$ cat src/rtl/id_ex_register_pkg.sv
// Shared definitions for the ID/EX pipeline register: control-bundle bit
// positions, default widths and the per-edge update priority.
package id_ex_pkg;

  localparam int DATA_WIDTH_DEF = 16;
  localparam int ADDR_WIDTH_DEF = 3;
  localparam int CTRL_WIDTH_DEF = 8;

  localparam int CTRL_MEM_READ  = 0;
  localparam int CTRL_USE_RS1   = 1;
  localparam int CTRL_USE_RS2   = 2;
  localparam int CTRL_REG_WRITE = 3;
  localparam int CTRL_MEM_WRITE = 4;
  localparam int CTRL_ALU_LSB   = 5;
  localparam int CTRL_ALU_MSB   = 7;

  typedef enum logic [1:0] {
    UPD_CAPTURE = 2'd0,
    UPD_FLUSH   = 2'd1,
    UPD_HOLD    = 2'd2,
    UPD_BUBBLE  = 2'd3
  } upd_e;

  // Flush kills everything, a stalled EX must keep its instruction, and a
  // load-use bubble only matters when EX is free to advance.
  function automatic upd_e next_action(input logic flush, input logic stall,
                                       input logic load_use);
    if (flush)         return UPD_FLUSH;
    else if (stall)    return UPD_HOLD;
    else if (load_use) return UPD_BUBBLE;
    else               return UPD_CAPTURE;
  endfunction

endpackage

$ cat src/rtl/id_ex_register_load_use_detector.sv
// Combinational load-use hazard detection between the decode slot and a load
// sitting in execute; shared with the fetch stage.
module load_use_detector #(
  parameter int ADDR_WIDTH = 3
) (
  input  logic                  id_valid,
  input  logic                  id_use_rs1,
  input  logic                  id_use_rs2,
  input  logic [ADDR_WIDTH-1:0] id_rs1,
  input  logic [ADDR_WIDTH-1:0] id_rs2,
  input  logic                  ex_valid,
  input  logic                  ex_mem_read,
  input  logic [ADDR_WIDTH-1:0] ex_rd,
  output logic                  load_use
);

  logic w_rs1_hit;
  logic w_rs2_hit;

  assign w_rs1_hit = id_use_rs1 && (id_rs1 == ex_rd);
  assign w_rs2_hit = id_use_rs2 && (id_rs2 == ex_rd);
  assign load_use  = id_valid && ex_valid && ex_mem_read && (w_rs1_hit || w_rs2_hit);

endmodule

$ cat src/rtl/id_ex_register.sv
// ID/EX pipeline register with WB-to-ID bypass, load-use bubble insertion and
// EX-stall hold. Define ID_EX_HAZARD_COUNTERS_EN to add bubble/stall counters.
module id_ex_register
  import id_ex_pkg::*;
#(
  parameter int DATA_WIDTH = DATA_WIDTH_DEF,
  parameter int ADDR_WIDTH = ADDR_WIDTH_DEF,
  parameter int CTRL_WIDTH = CTRL_WIDTH_DEF
) (
  input  logic                  clk,
  input  logic                  reset,
  input  logic                  id_valid,
  input  logic [DATA_WIDTH-1:0] id_read_data1,
  input  logic [DATA_WIDTH-1:0] id_read_data2,
  input  logic [ADDR_WIDTH-1:0] id_rs1,
  input  logic [ADDR_WIDTH-1:0] id_rs2,
  input  logic [ADDR_WIDTH-1:0] id_rd,
  input  logic [DATA_WIDTH-1:0] id_imm,
  input  logic [CTRL_WIDTH-1:0] id_ctrl,
  input  logic                  wb_write_enable,
  input  logic [ADDR_WIDTH-1:0] wb_write_address,
  input  logic [DATA_WIDTH-1:0] wb_write_data,
  input  logic                  ex_stall,
  input  logic                  flush,
  output logic                  ex_valid,
  output logic [DATA_WIDTH-1:0] ex_read_data1,
  output logic [DATA_WIDTH-1:0] ex_read_data2,
  output logic [ADDR_WIDTH-1:0] ex_rs1,
  output logic [ADDR_WIDTH-1:0] ex_rs2,
  output logic [ADDR_WIDTH-1:0] ex_rd,
  output logic [DATA_WIDTH-1:0] ex_imm,
  output logic [CTRL_WIDTH-1:0] ex_ctrl,
`ifdef ID_EX_HAZARD_COUNTERS_EN
  output logic [15:0]           bubble_count,
  output logic [15:0]           stall_count,
`endif
  output logic                  id_hold
);

  logic                  r_valid;
  logic [DATA_WIDTH-1:0] r_read_data1;
  logic [DATA_WIDTH-1:0] r_read_data2;
  logic [ADDR_WIDTH-1:0] r_rs1;
  logic [ADDR_WIDTH-1:0] r_rs2;
  logic [ADDR_WIDTH-1:0] r_rd;
  logic [DATA_WIDTH-1:0] r_imm;
  logic [CTRL_WIDTH-1:0] r_ctrl;

  logic                  w_load_use;
  upd_e                  w_action;
  logic [DATA_WIDTH-1:0] w_cap_data1;
  logic [DATA_WIDTH-1:0] w_cap_data2;
  logic [DATA_WIDTH-1:0] w_hold_data1;
  logic [DATA_WIDTH-1:0] w_hold_data2;

  load_use_detector #(
    .ADDR_WIDTH (ADDR_WIDTH)
  ) u_load_use_detector (
    .id_valid    (id_valid),
    .id_use_rs1  (id_ctrl[CTRL_USE_RS1]),
    .id_use_rs2  (id_ctrl[CTRL_USE_RS2]),
    .id_rs1      (id_rs1),
    .id_rs2      (id_rs2),
    .ex_valid    (r_valid),
    .ex_mem_read (r_ctrl[CTRL_MEM_READ]),
    .ex_rd       (r_rd),
    .load_use    (w_load_use)
  );

  assign w_action = next_action(flush, ex_stall, w_load_use);
  assign id_hold  = w_load_use | ex_stall;

  // The regfile write lands on the same edge we sample, so forward WB data.
  assign w_cap_data1 = (wb_write_enable && wb_write_address == id_rs1) ? wb_write_data : id_read_data1;
  assign w_cap_data2 = (wb_write_enable && wb_write_address == id_rs2) ? wb_write_data : id_read_data2;

  // A held instruction must still observe writebacks that complete meanwhile.
  assign w_hold_data1 = (r_valid && wb_write_enable && wb_write_address == r_rs1) ? wb_write_data : r_read_data1;
  assign w_hold_data2 = (r_valid && wb_write_enable && wb_write_address == r_rs2) ? wb_write_data : r_read_data2;

  always_ff @(posedge clk or negedge reset) begin
    if (!reset) begin
      r_valid      <= 1'b0;
      r_read_data1 <= '0;
      r_read_data2 <= '0;
      r_rs1        <= '0;
      r_rs2        <= '0;
      r_rd         <= '0;
      r_imm        <= '0;
      r_ctrl       <= '0;
    end else begin
      unique case (w_action)
        UPD_FLUSH, UPD_BUBBLE: begin
          r_valid      <= 1'b0;
          r_read_data1 <= '0;
          r_read_data2 <= '0;
          r_rs1        <= '0;
          r_rs2        <= '0;
          r_rd         <= '0;
          r_imm        <= '0;
          r_ctrl       <= '0;
        end
        UPD_HOLD: begin
          r_read_data1 <= w_hold_data1;
          r_read_data2 <= w_hold_data2;
        end
        UPD_CAPTURE: begin
          r_valid      <= id_valid;
          r_read_data1 <= w_cap_data1;
          r_read_data2 <= w_cap_data2;
          r_rs1        <= id_rs1;
          r_rs2        <= id_rs2;
          r_rd         <= id_rd;
          r_imm        <= id_imm;
          r_ctrl       <= id_valid ? id_ctrl : '0;
        end
      endcase
    end
  end

`ifdef ID_EX_HAZARD_COUNTERS_EN
  logic [15:0] r_bubble_count;
  logic [15:0] r_stall_count;

  // Counters wrap naturally; flush bubbles are deliberately not counted.
  always_ff @(posedge clk or negedge reset) begin
    if (!reset) begin
      r_bubble_count <= '0;
      r_stall_count  <= '0;
    end else begin
      if (w_action == UPD_BUBBLE)
        r_bubble_count <= r_bubble_count + 16'd1;
      if (ex_stall && r_valid)
        r_stall_count <= r_stall_count + 16'd1;
    end
  end

  assign bubble_count = r_bubble_count;
  assign stall_count  = r_stall_count;
`endif

  assign ex_valid      = r_valid;
  assign ex_read_data1 = r_read_data1;
  assign ex_read_data2 = r_read_data2;
  assign ex_rs1        = r_rs1;
  assign ex_rs2        = r_rs2;
  assign ex_rd         = r_rd;
  assign ex_imm        = r_imm;
  assign ex_ctrl       = r_ctrl;

endmodule
$ cat config.mk
export PLATFORM = sky130hd
export DESIGN_NAME = id_ex_register
export DESIGN_NICKNAME = d
export VERILOG_FILES = /design/src/rtl/id_ex_register_pkg.sv /design/src/rtl/id_ex_register_load_use_detector.sv /design/src/rtl/id_ex_register.sv
export SDC_FILE = /design/constraint.sdc
export NUM_CORES = 1
export LEC_CHECK = 0
export CORE_MARGIN = 2
export CORE_UTILIZATION = 41
export DETAILED_ROUTE_END_ITERATION = 10
export HOLD_SLACK_MARGIN = 0.08
export PLACE_DENSITY = 0.79
export SYNTH_ARGS = -nofsm -noshare
export SYNTH_HDL_FRONTEND = slang
export SYNTH_HIERARCHICAL = 1
export SYNTH_SLANG_ARGS = --single-unit
export TNS_END_PERCENT = 50
$ cat constraint.sdc
create_clock -name clk -period 2.4 [get_ports clk]
set_input_delay 0.48 -clock clk [delete_from_list [all_inputs] [get_ports clk]]
set_output_delay 0.48 -clock clk [all_outputs]
set_load 0.02 [all_outputs]
==> results by group <==
Outcome
  • Status: finished clean

Critical path
  • Critical Path End Type: output port
  • Worst R2R Start: ex_rd[0]$_DFFE_PN0P_
  • CP cell instances: clkdlybuf4s50_1 > xnor2_1 > nand4_1 > a21oi_2 > or2_1 > buf_4
  • Setup crit start kind: primary input
  • R2R depth: 6
  • FF-to-FF End: ex_read_data2[3]$_DFFE_PN0P_
  • Critical-path top delay cell: clkdlybuf4s50_1
  • Crit-path max cell delay: 0.50 ns
  • Crit path max fanout: 2
  • Critical Path RT: 1.92 ns
  • Setup CP Type: primary input to output port
  • Worst R2R Setup Slack: about 0.44 ns
  • Arr. time, crit path: 1.81 ns

STA
  • Final TNS setup: 0 ns
  • Final Hold Viols: 0
  • Setup violators final: 0
  • Final period utilization: 0.954
  • Fin crit period: 2.29 ns
  • Worst hold slack: 0.0988 ns
  • Worst slew margin: 0.681
  • Fin. max-slew vios: 0
  • Final Skew: 0.00988 ns
  • Tightest Pin Transition: 0.478 ns
  • RSZ-0062 raised after global routing: no
  • Worst Slack Setup Final: 0.110 ns
  • Fmax: 437 MHz

Clocking
  • CTS tree: done
  • Clk_lat worst skew: 0.33 ns
  • Num CTS Buffers: 9
  • Deepest clock path buffer count: 2
  • Post-CTS setup repair buffer count: 0
  • Clock H-tree levels: 3
  • Clock-pin slew on the worst setup and hold paths: 0.08 ns
  • Clock sinks: 66
  • CTS root buffer: clkbuf_8

Job
  • Max Cap Viol: 0

Route
  • Routed WL: 9.30 mm
  • First-pass DRT Iterations: 4
  • DRC violations left: 0
  • Antenna viol nets, final: 0
  • WL/cell: 17.0 um
  • Drt first-iter violations: 56
  • Via density per instance: a little over 5
  • Vias post-DR: 2,839

Synth
  • Distinct cells, synth: 27
  • Seq cells post-synth: 66
  • Largest area contributor in the netlist: dfrtp_1
  • Yosys synthesis warning count: 6
  • Post-Syn Instances: 273
  • Net count after synthesis: around 360
  • Synth Cell Area: 3220 um^2
  • Area share of the largest cell type after synthesis: 0.514
  • Synth area leaders: dfrtp_1, o221ai_2, a22o_1
  • Most used DFF post-synth: dfrtp_1
  • Top-count cell post-synth: dfrtp_1
  • Post-synth EDFFs: 0
  • Mean Syn Cell Area: between 10 and 15 um^2
  • Async SR Flop Fraction: 1.00
  • Synth cell count leaders: dfrtp_1, nand2_1, a22o_1
  • Sequential area share after synthesis: 0.514

Placement
  • Post-Place Setup Slack: -0.405 ns
  • DPL Wire Length: 6.95 mm
  • Post-placement cell count: 532
  • Port bufs: 156
  • GPL Wtd Cong: about 0.89

Global routing
  • Vias in the first global route: 2,957
  • Initial antenna violation count: 0
  • Largest net degree at the start of global routing: 34
  • Wire length of the first global-routing pass: about 15 mm
  • Gr usage total: 0.221
  • GRT overflow: 0

Power
  • Sw frac: 0.267
  • Logic pwr share: 0.231
  • Switching Power: around 0.77 mW
  • Leakage: 2.25 nW
  • Sequential share of power: 0.424
  • Internal power: 2.13 mW
  • Clock network fraction of design power: 0.346
  • VDD IR max: approximately 0.00027 V
  • Design Power: 2.90 mW
  • Cell Pwr Density: 562 nW/um^2

Floorplanning
  • Num ports: 157
  • Initial Util: 0.420
  • Core footprint: 7650 um^2
  • Width of the die: 92.6 um
  • Die area: between 8000 and 9000 um^2
  • Core Rows: 32
  • Die Span Y: 92.6 um

Layout
  • Fin cells: between 500 and 600
  • Ant diodes: 0
  • Final net count: 531
  • Area growth, synth to finish: 60.5%
  • Share of cells above drive strength 1: 0.159

Hold path
  • Min-Delay Path Class: primary input to async pin
metal layers:
layer | wire length (um) | global-route usage
met4 | 151 | 0.0784
met3 | 723 | 0.0504
met2 | 4530 | 0.370
met5 | 0 | 0
met1 | 3900 | 0.280
kinds of logic after synthesis:
| logic type | after synthesis | share of synthesized area |
|---|---|---|
| compound gates | 70 | 0.232 |
| mux | 4 | 0.0125 |
| buf+inv | 48 | 0.0767 |
| flops | 66 | 0.514 |
| simple gates | 67 | 0.0949 |
| xor+xnor | 18 | 0.0700 |
area by class of cell:
cell class	count	area [um^2]
Clock inverter	5	78.8
Multi-Input combinational cell	159	1320
Tap cell	102	128
Fill cell	588	2490
Inverter	30	113
Timing Repair Buffer	175	1730
Clock buffer	11	131
Sequential cell	66	1650
state kept, by name, indices dropped and copies added, names as in the netlist:
| register | flops |
|---|---|
| ex_imm | 16 |
| ex_rs2 | 3 |
| ex_rd | 3 |
| ex_ctrl | 8 |
| ex_rs1 | 3 |
| ex_read_data2 | 16 |
| ex_valid | 1 |
| ex_read_data1 | 16 |
placed cells by master (no fill, tap or decap), types with 3 or more instances in the layout:
cell	Yosys	final
a22o_1	33	33
buf_12	0	3
buf_4	2	17
clkbuf_8	0	9
clkdlybuf4s50_1	0	154
dfrtp_1	66	66
inv_1	30	30
mux2i_1	4	4
nand2_1	45	45
nand2_2	3	3
nand3_1	5	5
nand4_1	6	6
o221ai_1	10	10
o221ai_2	20	20
xnor2_1	12	12
xnor2_2	4	4
power groups by stage:
stage | sequential, mW | combinational, mW | clock [mW]
6_report | 1.23 | 0.669 | 1.00
5_1_grt | 1.24 | 0.712 | 1.08
4_1_cts | 1.23 | 0.675 | 1.02
3_5_place_dp | 1.25 | 0.672 | 0
3_3_place_gp | 1.24 | 0.665 | 0
2_1_floorplan | 1.33 | 0.213 | 0
critical path, delay by kind of cell:
kind | cells | cell delay (ns)
XOR/XNOR | 1 | 0.14
buffers and inverters | 2 | 0.67
AND/OR/NAND/NOR | 2 | 0.33
AO/OA/AOI/OAI | 1 | 0.19
how the worst max path moves through the flow:
| stage | slack, ns | to | startpoint |
|---|---|---|---|
| 3_5_place_dp | -0.40 | id_hold | id_rs2[0] |
| 2_1_floorplan | 0.53 | ex_read_data2[2]$_DFFE_PN0P_ | ex_rd[1]$_DFFE_PN0P_ |
| 5_1_grt | 0.01 | id_hold | id_rs2[0] |
| 3_3_place_gp | -0.41 | id_hold | id_rs2[0] |
| 6_report | 0.11 | id_hold | id_rs2[0] |
| 4_1_cts | 0.08 | id_hold | id_rs1[0] |
through the flow:
step	util	area [um^2]
finish	0.675	5160
global placement	0.647	4950
floorplan	-	3220
global route	0.675	5160
CTS	0.674	5160
detailed placement	0.647	4950
timing repair:
action / 4_1_cts / 5_1_grt
resized for setup: 5 / 1
endpoints found under the setup margin: 1 / 1
hold endpoints to repair: 0 / 0
hold buffers: 0 / 0
No activity file was read; power rests on OpenSTA's default activity.
